==> config.mk <==
export PLATFORM = sky130hd
export DESIGN_NAME = dbg_step_host
export DESIGN_NICKNAME = d
export VERILOG_FILES = /design/src/rtl/dbg_host_pkg.sv /design/src/rtl/dbg_snap_buf.sv /design/src/rtl/dbg_step_host.sv
export SDC_FILE = /design/constraint.sdc
export NUM_CORES = 1
export LEC_CHECK = 0
export CELL_PAD_IN_SITES_DETAIL_PLACEMENT = 0
export CELL_PAD_IN_SITES_GLOBAL_PLACEMENT = 1
export CORE_MARGIN = 10
export CORE_UTILIZATION = 50
export DETAILED_ROUTE_END_ITERATION = 10
export HOLD_SLACK_MARGIN = 0.02
export PLACE_DENSITY_LB_ADDON = 0.15
export SYNTH_ARGS = -nofsm -noshare
export SYNTH_HDL_FRONTEND = slang
export SYNTH_SLANG_ARGS = --single-unit
==> constraint.sdc <==
create_clock -name clk -period 9.26 [get_ports clk]
set_input_delay 0.926 -clock clk [delete_from_list [all_inputs] [get_ports clk]]
set_output_delay 0.926 -clock clk [all_outputs]
set_load 0.02 [all_outputs]
==> src/rtl/dbg_host_pkg.sv <==
// Shared types and constants for the debug-port host controller.
package dbg_host_pkg;

    localparam int unsigned DBG_ADDR_W = 7;
    localparam int unsigned DBG_DATA_W = 32;
    localparam int unsigned DBG_NREG   = 32;

    typedef enum logic [1:0] {
        StIdle,
        StStepHi,
        StStepLo,
        StScan
    } dbg_state_e;

endpackage

==> src/rtl/dbg_snap_buf.sv <==
// Register snapshot buffer: one synchronous write port, one combinational read port, no reset.
module dbg_snap_buf
    import dbg_host_pkg::*;
#(
    parameter int unsigned NREG = DBG_NREG
) (
    input  logic                  clk,
    input  logic                  we,
    input  logic [4:0]            waddr,
    input  logic [DBG_DATA_W-1:0] wdata,
    input  logic [4:0]            raddr,
    output logic [DBG_DATA_W-1:0] rdata
);

    logic [DBG_DATA_W-1:0] mem [NREG];

    always_ff @(posedge clk) begin
        if (we) begin
            mem[waddr] <= wdata;
        end
    end

    // Indices past NREG read as zero when the buffer is built smaller than 32.
    always_comb begin
        rdata = '0;
        if ({27'b0, raddr} < NREG) begin
            rdata = mem[raddr];
        end
    end

endmodule

==> src/rtl/dbg_step_host.sv <==
// Halts, single-steps and snapshots x0..x31 of the core through its debug port.
// Define DBG_AUTO_SCAN_EN to follow every completed step directly with a register scan.
module dbg_step_host
    import dbg_host_pkg::*;
#(
    parameter int unsigned STEP_HOLD = 4,
    parameter int unsigned SETTLE    = 1,
    parameter int unsigned NREG      = DBG_NREG
) (
    input  logic                  clk,
    input  logic                  rst,
    input  logic                  halt_req,
    input  logic                  step_req,
    input  logic                  scan_req,
    output logic                  debug_en,
    output logic                  debug_step,
    output logic [DBG_ADDR_W-1:0] debug_addr,
    input  logic [DBG_DATA_W-1:0] debug_data,
    input  logic [4:0]            rd_idx,
    output logic [DBG_DATA_W-1:0] rd_data,
    output logic                  snap_valid,
    output logic                  busy,
    output logic [31:0]           step_count,
    output logic                  req_overrun
);

    localparam logic [15:0] HoldLast   = 16'(STEP_HOLD - 1);
    localparam logic [15:0] SettleLast = 16'(SETTLE);
    localparam logic [4:0]  IdxLast    = 5'(NREG - 1);

    dbg_state_e            state_q, state_d;
    logic [15:0]           cnt_q, cnt_d;
    logic [4:0]            idx_q, idx_d;
    logic                  en_q, en_d;
    logic                  step_q, step_d;
    logic [DBG_ADDR_W-1:0] addr_q, addr_d;
    logic                  valid_q, valid_d;
    logic                  busy_q, busy_d;
    logic [31:0]           count_q, count_d;
    logic                  overrun_q, overrun_d;
    logic                  step_pend_q, step_pend_d;
    logic                  scan_pend_q, scan_pend_d;
    logic                  step_go, scan_go, snap_we;

    assign step_go = step_req | step_pend_q;
    assign scan_go = scan_req | scan_pend_q;
    assign snap_we = (state_q == StScan) && (cnt_q == SettleLast);

    always_comb begin
        state_d     = state_q;
        cnt_d       = cnt_q;
        idx_d       = idx_q;
        en_d        = en_q;
        addr_d      = addr_q;
        valid_d     = valid_q;
        count_d     = count_q;
        overrun_d   = overrun_q;
        step_pend_d = step_pend_q;
        scan_pend_d = scan_pend_q;

        // A request arriving while its one-deep slot is full is lost.
        if (step_req && step_pend_q) overrun_d = 1'b1;
        if (scan_req && scan_pend_q) overrun_d = 1'b1;

        unique case (state_q)
            StIdle: begin
                en_d        = halt_req;
                step_pend_d = 1'b0;
                if (step_go && en_q) begin
                    state_d     = StStepHi;
                    cnt_d       = '0;
                    scan_pend_d = scan_go;
                end else if (scan_go) begin
                    state_d     = StScan;
                    scan_pend_d = 1'b0;
                    cnt_d       = '0;
                    idx_d       = '0;
                    addr_d      = '0;
                    valid_d     = 1'b0;
                end
            end
            StStepHi: begin
                if (step_req && !step_pend_q) step_pend_d = 1'b1;
                if (scan_req && !scan_pend_q) scan_pend_d = 1'b1;
                if (cnt_q == HoldLast) begin
                    state_d = StStepLo;
                    cnt_d   = '0;
                end else begin
                    cnt_d = cnt_q + 16'd1;
                end
            end
            StStepLo: begin
                if (step_req && !step_pend_q) step_pend_d = 1'b1;
                if (scan_req && !scan_pend_q) scan_pend_d = 1'b1;
                if (cnt_q == HoldLast) begin
                    count_d = count_q + 32'd1;
`ifdef DBG_AUTO_SCAN_EN
                    state_d = StScan;
                    cnt_d   = '0;
                    idx_d   = '0;
                    addr_d  = '0;
                    valid_d = 1'b0;
`else
                    state_d = StIdle;
`endif
                end else begin
                    cnt_d = cnt_q + 16'd1;
                end
            end
            StScan: begin
                if (step_req && !step_pend_q) step_pend_d = 1'b1;
                if (scan_req && !scan_pend_q) scan_pend_d = 1'b1;
                if (cnt_q == SettleLast) begin
                    cnt_d = '0;
                    if (idx_q == IdxLast) begin
                        state_d = StIdle;
                        valid_d = 1'b1;
                    end else begin
                        idx_d  = idx_q + 5'd1;
                        addr_d = {2'b00, idx_d};
                    end
                end else begin
                    cnt_d = cnt_q + 16'd1;
                end
            end
            default: state_d = StIdle;
        endcase

        step_d = (state_d == StStepHi);
        busy_d = (state_d != StIdle);
    end

    always_ff @(posedge clk) begin
        if (rst) begin
            state_q     <= StIdle;
            cnt_q       <= '0;
            idx_q       <= '0;
            en_q        <= 1'b0;
            step_q      <= 1'b0;
            addr_q      <= '0;
            valid_q     <= 1'b0;
            busy_q      <= 1'b0;
            count_q     <= '0;
            overrun_q   <= 1'b0;
            step_pend_q <= 1'b0;
            scan_pend_q <= 1'b0;
        end else begin
            state_q     <= state_d;
            cnt_q       <= cnt_d;
            idx_q       <= idx_d;
            en_q        <= en_d;
            step_q      <= step_d;
            addr_q      <= addr_d;
            valid_q     <= valid_d;
            busy_q      <= busy_d;
            count_q     <= count_d;
            overrun_q   <= overrun_d;
            step_pend_q <= step_pend_d;
            scan_pend_q <= scan_pend_d;
        end
    end

    dbg_snap_buf #(
        .NREG (NREG)
    ) u_snap_buf (
        .clk   (clk),
        .we    (snap_we),
        .waddr (idx_q),
        .wdata (debug_data),
        .raddr (rd_idx),
        .rdata (rd_data)
    );

    assign debug_en    = en_q;
    assign debug_step  = step_q;
    assign debug_addr  = addr_q;
    assign snap_valid  = valid_q;
    assign busy        = busy_q;
    assign step_count  = count_q;
    assign req_overrun = overrun_q;

endmodule

==> metrics list, run 1 <==
- Clock-pin slew was measured on the worst setup and hold paths at about 0.06 ns.
* Total power of the final layout: between 10 and 15 mW
- Global-route wire length before repair: about 140000 microns
* Most frequent cells in the layout: sky130_fd_sc_hd__edfxtp_1, sky130_fd_sc_hd__mux4_2, sky130_fd_sc_hd__clkbuf_16
- Counting flops with an async set or reset pin after synthesis yields a share of 0%.
- CTS tree: built
- Max rail drop VDD: between 150 and 200 uV
* Fin nets: around 2100
- Clock latency on the worst-skew pair, taken at its later pin, is around 0.67 ns.
* DRC marker count from the first detailed-route iteration: 1679
- Pin placement for this block handled between 100 and 150 I/O pins.
- After detailed routing, the number of vias per cell comes to 6.13.
- In this run, synthesis inferred between 1000 and 1500 flip-flops with an integrated enable.
- In the final layout, the multi-input gates occupy 0.00973 sq mm.
- Total setup violations reported at the end of the flow: 0
- Once detailed placement completed, the half-perimeter wirelength came to between 40000 and 50000 microns.
- Highest clock rate: roughly 190 MHz
- For this run, design rule violations remaining after detail routing come to 0.
* Count of hold-fix buffers inserted at cts: 0
- Hold Violations, Final: 0
* Cell Area, Synth: ~0.042 sq mm
* Synthesis-to-finish area growth: 14.4%
- In this run the number of cells on the critical path is 6.
* Via count of the first global-routing pass: just over 20000
- Overflow after GRT: 0
- Flip-flop cell with the highest count after synthesis: sky130_fd_sc_hd__edfxtp_1
* Leading cell type in the layout, fill and taps excluded: sky130_fd_sc_hd__edfxtp_1
* Pins Over Slew Limit: 0
- The clock net in this run drives a total of roughly 1100 sinks.
- The worst setup path is captured at a primary output.
- The routed design has 96600 microns of wire.
- Headroom to the max-slew limit: between 20% and 30%
* All-Layer GR Usage: between 20% and 30%
- The final critical path takes up between 50 and 60% of the cycle.
- STA puts the critical path data required time at between 8 and 9 ns.
- Number of warnings printed during yosys synthesis: 0
* Sequential standard cell area: 0.0320 sq mm
* Maximum net fanout on the critical path: 87
* Result of the run: complete, no violations
- In the final routed layout, each cell accounts on average for around 30 microns.
- Stage delay of the slowest cell on the critical path: between 0.6 and 0.7 ns
- Ratio of cells with drive above 1 in the final layout: roughly 28%
* Slowest stage cell, crit path: sky130_fd_sc_hd__buf_12
- The detail route stage leaves a number of antenna-violating nets equal to 0.
* Sequential-to-total area share from yosys stat: between 70 and 80%
* Maximum buffer depth of the clock tree: 3
- The top cell type by area accounts for between 70% and 80% of the synthesized area.
- Leakage power summed over all cells: 14.6 nW
- Post-CTS Setup Repair Bufs: 0
- Counting instances, the worst hold path has a depth of 2.
- Area of the placeable core: between 0.08 and 0.09 sq mm
- Across all layers, the routed design uses between 15000 and 20000 vias.
* Pwr/cell area: 210 mW/mm^2
- Worst Path Class, Setup: in2out
* Total number of H-tree levels: 3
- A synthesized cell averages ~23 sq um.
- Arrival time of data at the critical path endpoint: approximately 4.4 ns
- Clock tree synthesis inserted a total of about 110 buffers.
* Floorplan die width: roughly 310 microns
- Die Footprint: roughly 0.096 sq mm
- Largest net degree at the start of global routing: approximately 140
- The cell family contributing the most delay on the critical path is buffers and inverters.
- Starting Density: about half
* Number of synthesized register bits: 1086
- In this run, post-CTS repair resized a total of 0 instances.
* Count of distinct cell types in the synthesized netlist: between 40 and 50
- By area the synthesized netlist is led by sky130_fd_sc_hd__edfxtp_1, sky130_fd_sc_hd__mux4_2, sky130_fd_sc_hd__dfxtp_1.
* Largest area contributor in the synthesized netlist: sky130_fd_sc_hd__edfxtp_1
- Setup repair after global routing left no endpoint under its margin.
- The pre-antenna-repair detailed-routing pass consisted of 5 iterations.
- The number of antenna violations at the first check in global routing came to 2.
- Slew at the pin closest to its max-slew limit: around 1.2 ns
* Count of buffers inserted at the top-level ports: 115
* Worst path most repeated cell: sky130_fd_sc_hd__mux4_2
- Max-cap violations in this run came to 0.
* Vertical die dimension: around 310 microns
- Clock skew on the completed layout was measured at around 0.021 ns.
- Once layout is complete, the utilization of the core stands at about 58%.
- After detailed placement, the total cell area comes to approximately 0.045 sq mm.
* Total Negative Setup Slacks: 0 ns
- The path class of the tightest hold or removal check is reg2reg.
* Final-layout fill cell count: between 5000 and 6000
* Clock tree root buffer cell: sky130_fd_sc_hd__clkbuf_16
- After routing the design area is 0.0480 sq mm.
* Clock period minus final worst setup slack: between 5 and 6 ns
- Count of buffering cells on the critical path with inverters included: 3
- Counting every instance in the synthesized netlist gives roughly 1900.
- Antenna diode count: 0
* Cells traversed along the worst timing path: buf_8, buf_12, mux4_2, mux4_2, mux2_2, clkdlybuf4s50_1
- STA classifies the critical path startpoint as a primary input.
- The initialized floorplan defines 106 standard-cell rows.
* R2R cell count: 6
* Final weighted congestion in routability-driven placement: about 0.73
==> Yosys cell counts, types with 17 or more instances <==
cell	n
sky130_fd_sc_hd__nand3_1	19
sky130_fd_sc_hd__clkbuf_1	46
sky130_fd_sc_hd__dfxtp_1	62
sky130_fd_sc_hd__nor2_1	51
sky130_fd_sc_hd__edfxtp_1	1024
sky130_fd_sc_hd__mux2_2	33
sky130_fd_sc_hd__nand2_1	26
sky130_fd_sc_hd__o21ai_0	22
sky130_fd_sc_hd__o31ai_1	17
sky130_fd_sc_hd__buf_2	20
sky130_fd_sc_hd__a21oi_1	35
sky130_fd_sc_hd__or4_1	18
sky130_fd_sc_hd__mux4_2	320
==> power breakdown <==
part	leakage (nW)	total, mW	internal (mW)	switching (mW)
Combinational	3.29	0.492	0.224	0.268
Sequential	9.70	5.39	5.38	0.0119
Clock	1.65	4.20	2.44	1.76
==> through the flow <==
stage               setup WS [ns]  hold slack (ns)  instances
floorplan                    5.57            0.480       1866
global placement             3.78            0.474       3006
detailed placement           3.76            0.475       3006
CTS                          3.75            0.493       3207
global route                 3.60            0.531       3207
finish                       3.90            0.495       3207
==> area by class of cell <==
type	instances	share of cell area [%]
multi-input combinational	670	20.3
clock inverter	58	1.04
timing repair buffer	156	3.09
inverter	14	0.109
sequential	1086	66.6
tap	1080	2.81
clock buffer	143	6.10
==> path summary, 6_finish.rpt <==
kind,startpoint,endpoint,slack (ns)
worst max-delay path,rd_idx[0],rd_data[11],3.90
worst max register to register,cnt_q[13]$_SDFFE_PP0P_,u_snap_buf.mem[4][15]$_DFFE_PP_,5.96
worst min register to register,snap_valid$_SDFFE_PP0P_,snap_valid$_SDFFE_PP0P_,0.50
worst min-delay path,snap_valid$_SDFFE_PP0P_,snap_valid$_SDFFE_PP0P_,0.50
==> routing by layer <==
layer  up-vias  share of wire (%)  track usage, %
met3       127                6.6            3.77
met5         -                  0               0
met1     10600                 39            26.6
li1       8296                  -               -
met2       654                 52            35.4
met4         0                2.1            5.65
==> worst reg2reg max path, delay by kind of cell (launching register included) <==
kind,cells,cell delay (ns)
buf+inv,1,0.68
flops,1,0.34
simple gates,5,1.86
==> cells by family after synthesis <==
kind of cell	after synthesis	synth area share [%]
AOI/OAI and AO/OA	95	1.38
xor gates and xnor gates	15	0.313
DFF	1086	76.2
muxes	353	18.0
and+or+nand+nor	197	2.61
buffers and inverters	110	1.21
other	1	0.00893
adders and majority gates	8	0.238
==> flip-flops by register name, summed over array words and instances, names as in the netlist, 2 cells and up <==
register and cells:
step_count 32, state_q 2, cnt_q 16, debug_addr 5, u_snap_buf.mem 1024
Power figures use the tool's default switching activity.
==> run 2: changes to the inputs <==
Clock period 9.26 ns to 5.4 ns, I/O delays scaled along.
==> run 2 against run 1 <==
Global-route usage up 0.58 points; utilization up 0.45 points; critical path depth did not move; hold slack worse by 0.061 ns; sequential power grew 72%; register-to-register slack lost 4.3 ns; combinational power is 74% higher; setup slack worse by 2.5 ns; cell count up 0.65%; clock power rose by 79%; largest cell class unchanged.
==> metrics list, run 2 (synthesized netlist as in run 1, its figures left out) <==
- Result of the run: complete, no violations
* Overflow after GRT: 0 (unchanged)
* Antenna diode count: 0 (unchanged)
* Leading cell type in the layout, fill and taps excluded: sky130_fd_sc_hd__edfxtp_1
- Crit path launch type: primary input
* Post-cts sizing count: 0 (unchanged)
- Max FFs per register: 1024 (unchanged)
- Worst Path Class, Setup: in2out
- Headroom to the max-slew limit: 21.7% (-0.058 points)
- DRC marker count from the first detailed-route iteration: 2127 (+27%)
- Global-route wire length before repair: 146000 microns (+3.0%)
* Crit end category: primary output
- The switching part of the total was 20.5% (+0.26 points).
- The number of buffers added by the clock tree synthesis step was 109 (+0.93%).
* Most frequent cells in the layout: sky130_fd_sc_hd__edfxtp_1, sky130_fd_sc_hd__mux4_2, sky130_fd_sc_hd__clkbuf_16
- Number of core rows: 106 (unchanged)
* All-Layer GR Usage: 21.1% (+0.58 points)
- Final Worst Setup Slack: 1.39 ns (-2.51 ns)
* Largest net degree at the start of global routing: 68 (-52%)
* Count of hold-fix buffers inserted at cts: 0 (unchanged)
- The area of the die was 0.0960 sq mm (unchanged).
- Final weighted congestion in routability-driven placement: 0.738 (+0.53%)
- The H-tree depth came to 3 (unchanged).
* Share of total power in sequential cells: 52.5% (-1.0 points)
* Worst slack, placed: 1.32 ns (-2.44 ns)
- Total placed instance area: 0.0448 sq mm (+0.53%)
* Maximum buffer depth of the clock tree: 3 (unchanged)
- TritonCTS built the clock tree.
- Power share of the combinational group: 4.9% (about the same)
* Length of the first detailed-routing pass in iterations: 5 (unchanged)
- The routed design could run at a clock period as short as 4.01 ns.
* Worst hold slack across all endpoints: 0.434 ns (-0.0612 ns)
- The leakage component of the power is 14.9 nW (+1.5%).
* Floorplan die width: 310 microns (unchanged)
- Via count of the first global-routing pass: 21000 (+2.3%)
* Arrival time of data at the critical path endpoint: 3.47 ns (-0.97 ns)
- The remaining antenna violation count after routing was 0 (unchanged).
- The total via count after detailed routing came to 20100 (+2.2%).
* Ratio of cells with drive above 1 in the final layout: 28.7% (+1.1 points)
- The max-slew violation total from the final report was 0 (unchanged).
* Minimum setup slack among reg-to-reg paths: 1.65 ns (-4.31 ns)
- Total routed wirelength: 99900 microns (+3.4%)
- Required @ worst endpoint: 4.86 ns (-3.47 ns)
- Post-CTS Setup Repair Bufs: 0 (unchanged)
* Highest clock rate: about 250 MHz
- The number of failing setup endpoints in the final timing report was 0 (unchanged).
- Hold Violations, Final: 0 (unchanged)
* Register ranked first by flip-flop count: u_snap_buf.mem
* Synthesis-to-finish area growth: 15.3%
* Path type of the worst min-delay path: in2reg
* Count of buffers inserted at the top-level ports: 115 (unchanged)
- Via-to-Cell Ratio: 6.22 (+1.5%)
* HPWL Detailed: 52400 microns (+16%)
* Vertical die dimension: 310 microns (unchanged)
* Total Negative Setup Slacks: 0 ns (unchanged)
- Post-route clock skew: 0.0287 ns (+0.00728 ns)
- The actual slew at the worst max-slew pin came to 1.17 ns (+0.000875 ns).
- Fin nets: 2105 (+0.91%)
- The TritonCTS sink count is 1086 (unchanged).
* Maximum net fanout on the critical path: 40 (-54%)
* Sw power: 3.62 mW (+77%)
- Starting Density: 50.3% (unchanged)
* DR DRC count: 0 (unchanged)
- Max Cap Violations: 0 (unchanged)
* Unrepaired setup endpoints after global routing: no
- The I/O pin count was 118 (unchanged).
- Ratio of final minimum period to clock period: between 70 and 80%
* Drt wl/cell: 30.9 microns (+2.7%)
- Internal power: 14.0 mW (+74%)
- Clock input transition at the sequential cells of the worst setup and hold paths: 0.06 ns (about the same)
- The ratio of total power to cell area is 364 mW/mm^2 (+73%).
* Max rail drop VDD: 306 uV (+90%)
- The number of antenna violations at the first check in global routing was 0 (-2).
* Clock share of power: 42.6% (+0.9 points)
- CTS placed an instance of sky130_fd_sc_hd__clkbuf_16 at the clock tree root.
- Final-layout fill cell count: 5991 (+0.42%)
* Final non-filler cell area: 0.0484 sq mm (+0.79%)
* Clk Latency, worst-skew pair: 0.67 ns (about the same)
- Area of the placeable core: 0.0834 sq mm (unchanged)
## run 2: per-stage QoR
step / cells / utilization [%] / power (mW)
2_1_floorplan: 1866 / - / 9.94
3_3_place_gp: 3024 / 53.8 / 10.3
3_5_place_dp: 3024 / 53.8 / 10.3
4_1_cts: 3228 / 58.0 / 17.8
5_1_grt: 3228 / 58.0 / 18.2
6_report: 3228 / 58.0 / 17.6
## run 2: layer usage
metal  share of wire [%]  vias to the layer above  GRT usage (%)
met4                 2.0                        0           5.58
li1                    -                     8345              -
met1                  41                    10900           29.2
met5                   0                        -              0
met3                 7.2                      125           4.19
met2                  49                      756           34.3
## run 2: power groups by stage
stage / combinational, mW / sequential, mW / clock [mW]
final: 0.858 / 9.25 / 7.51
after global routing: 0.922 / 9.24 / 7.99
after CTS: 0.875 / 9.24 / 7.65
after detailed placement: 0.872 / 9.42 / 0
after global placement: 0.859 / 9.42 / 0
after floorplan: 0.524 / 9.42 / 0
## run 2: area by class of cell
class	instances	area [sq um]	area share (%)
well taps	1080	1350	2.79
clock buffers	138	2950	6.10
multi-input cells	670	9730	20.1
inverters	14	52.6	0.109
clock inverters	66	617	1.27
repair buffers	174	1720	3.55
flip-flops and latches	1086	32000	66.1
## run 2: critical path: stages
cell and delay (ns):
sky130_fd_sc_hd__buf_8 0.38, sky130_fd_sc_hd__buf_4 0.53, sky130_fd_sc_hd__mux4_2 0.56, sky130_fd_sc_hd__mux4_2 0.49, sky130_fd_sc_hd__mux2_2 0.32, sky130_fd_sc_hd__clkdlybuf4s50_1 0.55
## run 2: worst paths after layout
path	from	endpoint	cells past startpoint
max reg2reg	cnt_q[13]$_SDFFE_PP0P_	u_snap_buf.mem[6][21]$_DFFE_PP_	6
min	halt_req	debug_en$_SDFFE_PP0N_	3
max	rd_idx[0]	rd_data[25]	6
min reg2reg	step_count[1]$_SDFFE_PP0P_	step_count[1]$_SDFFE_PP0P_	2
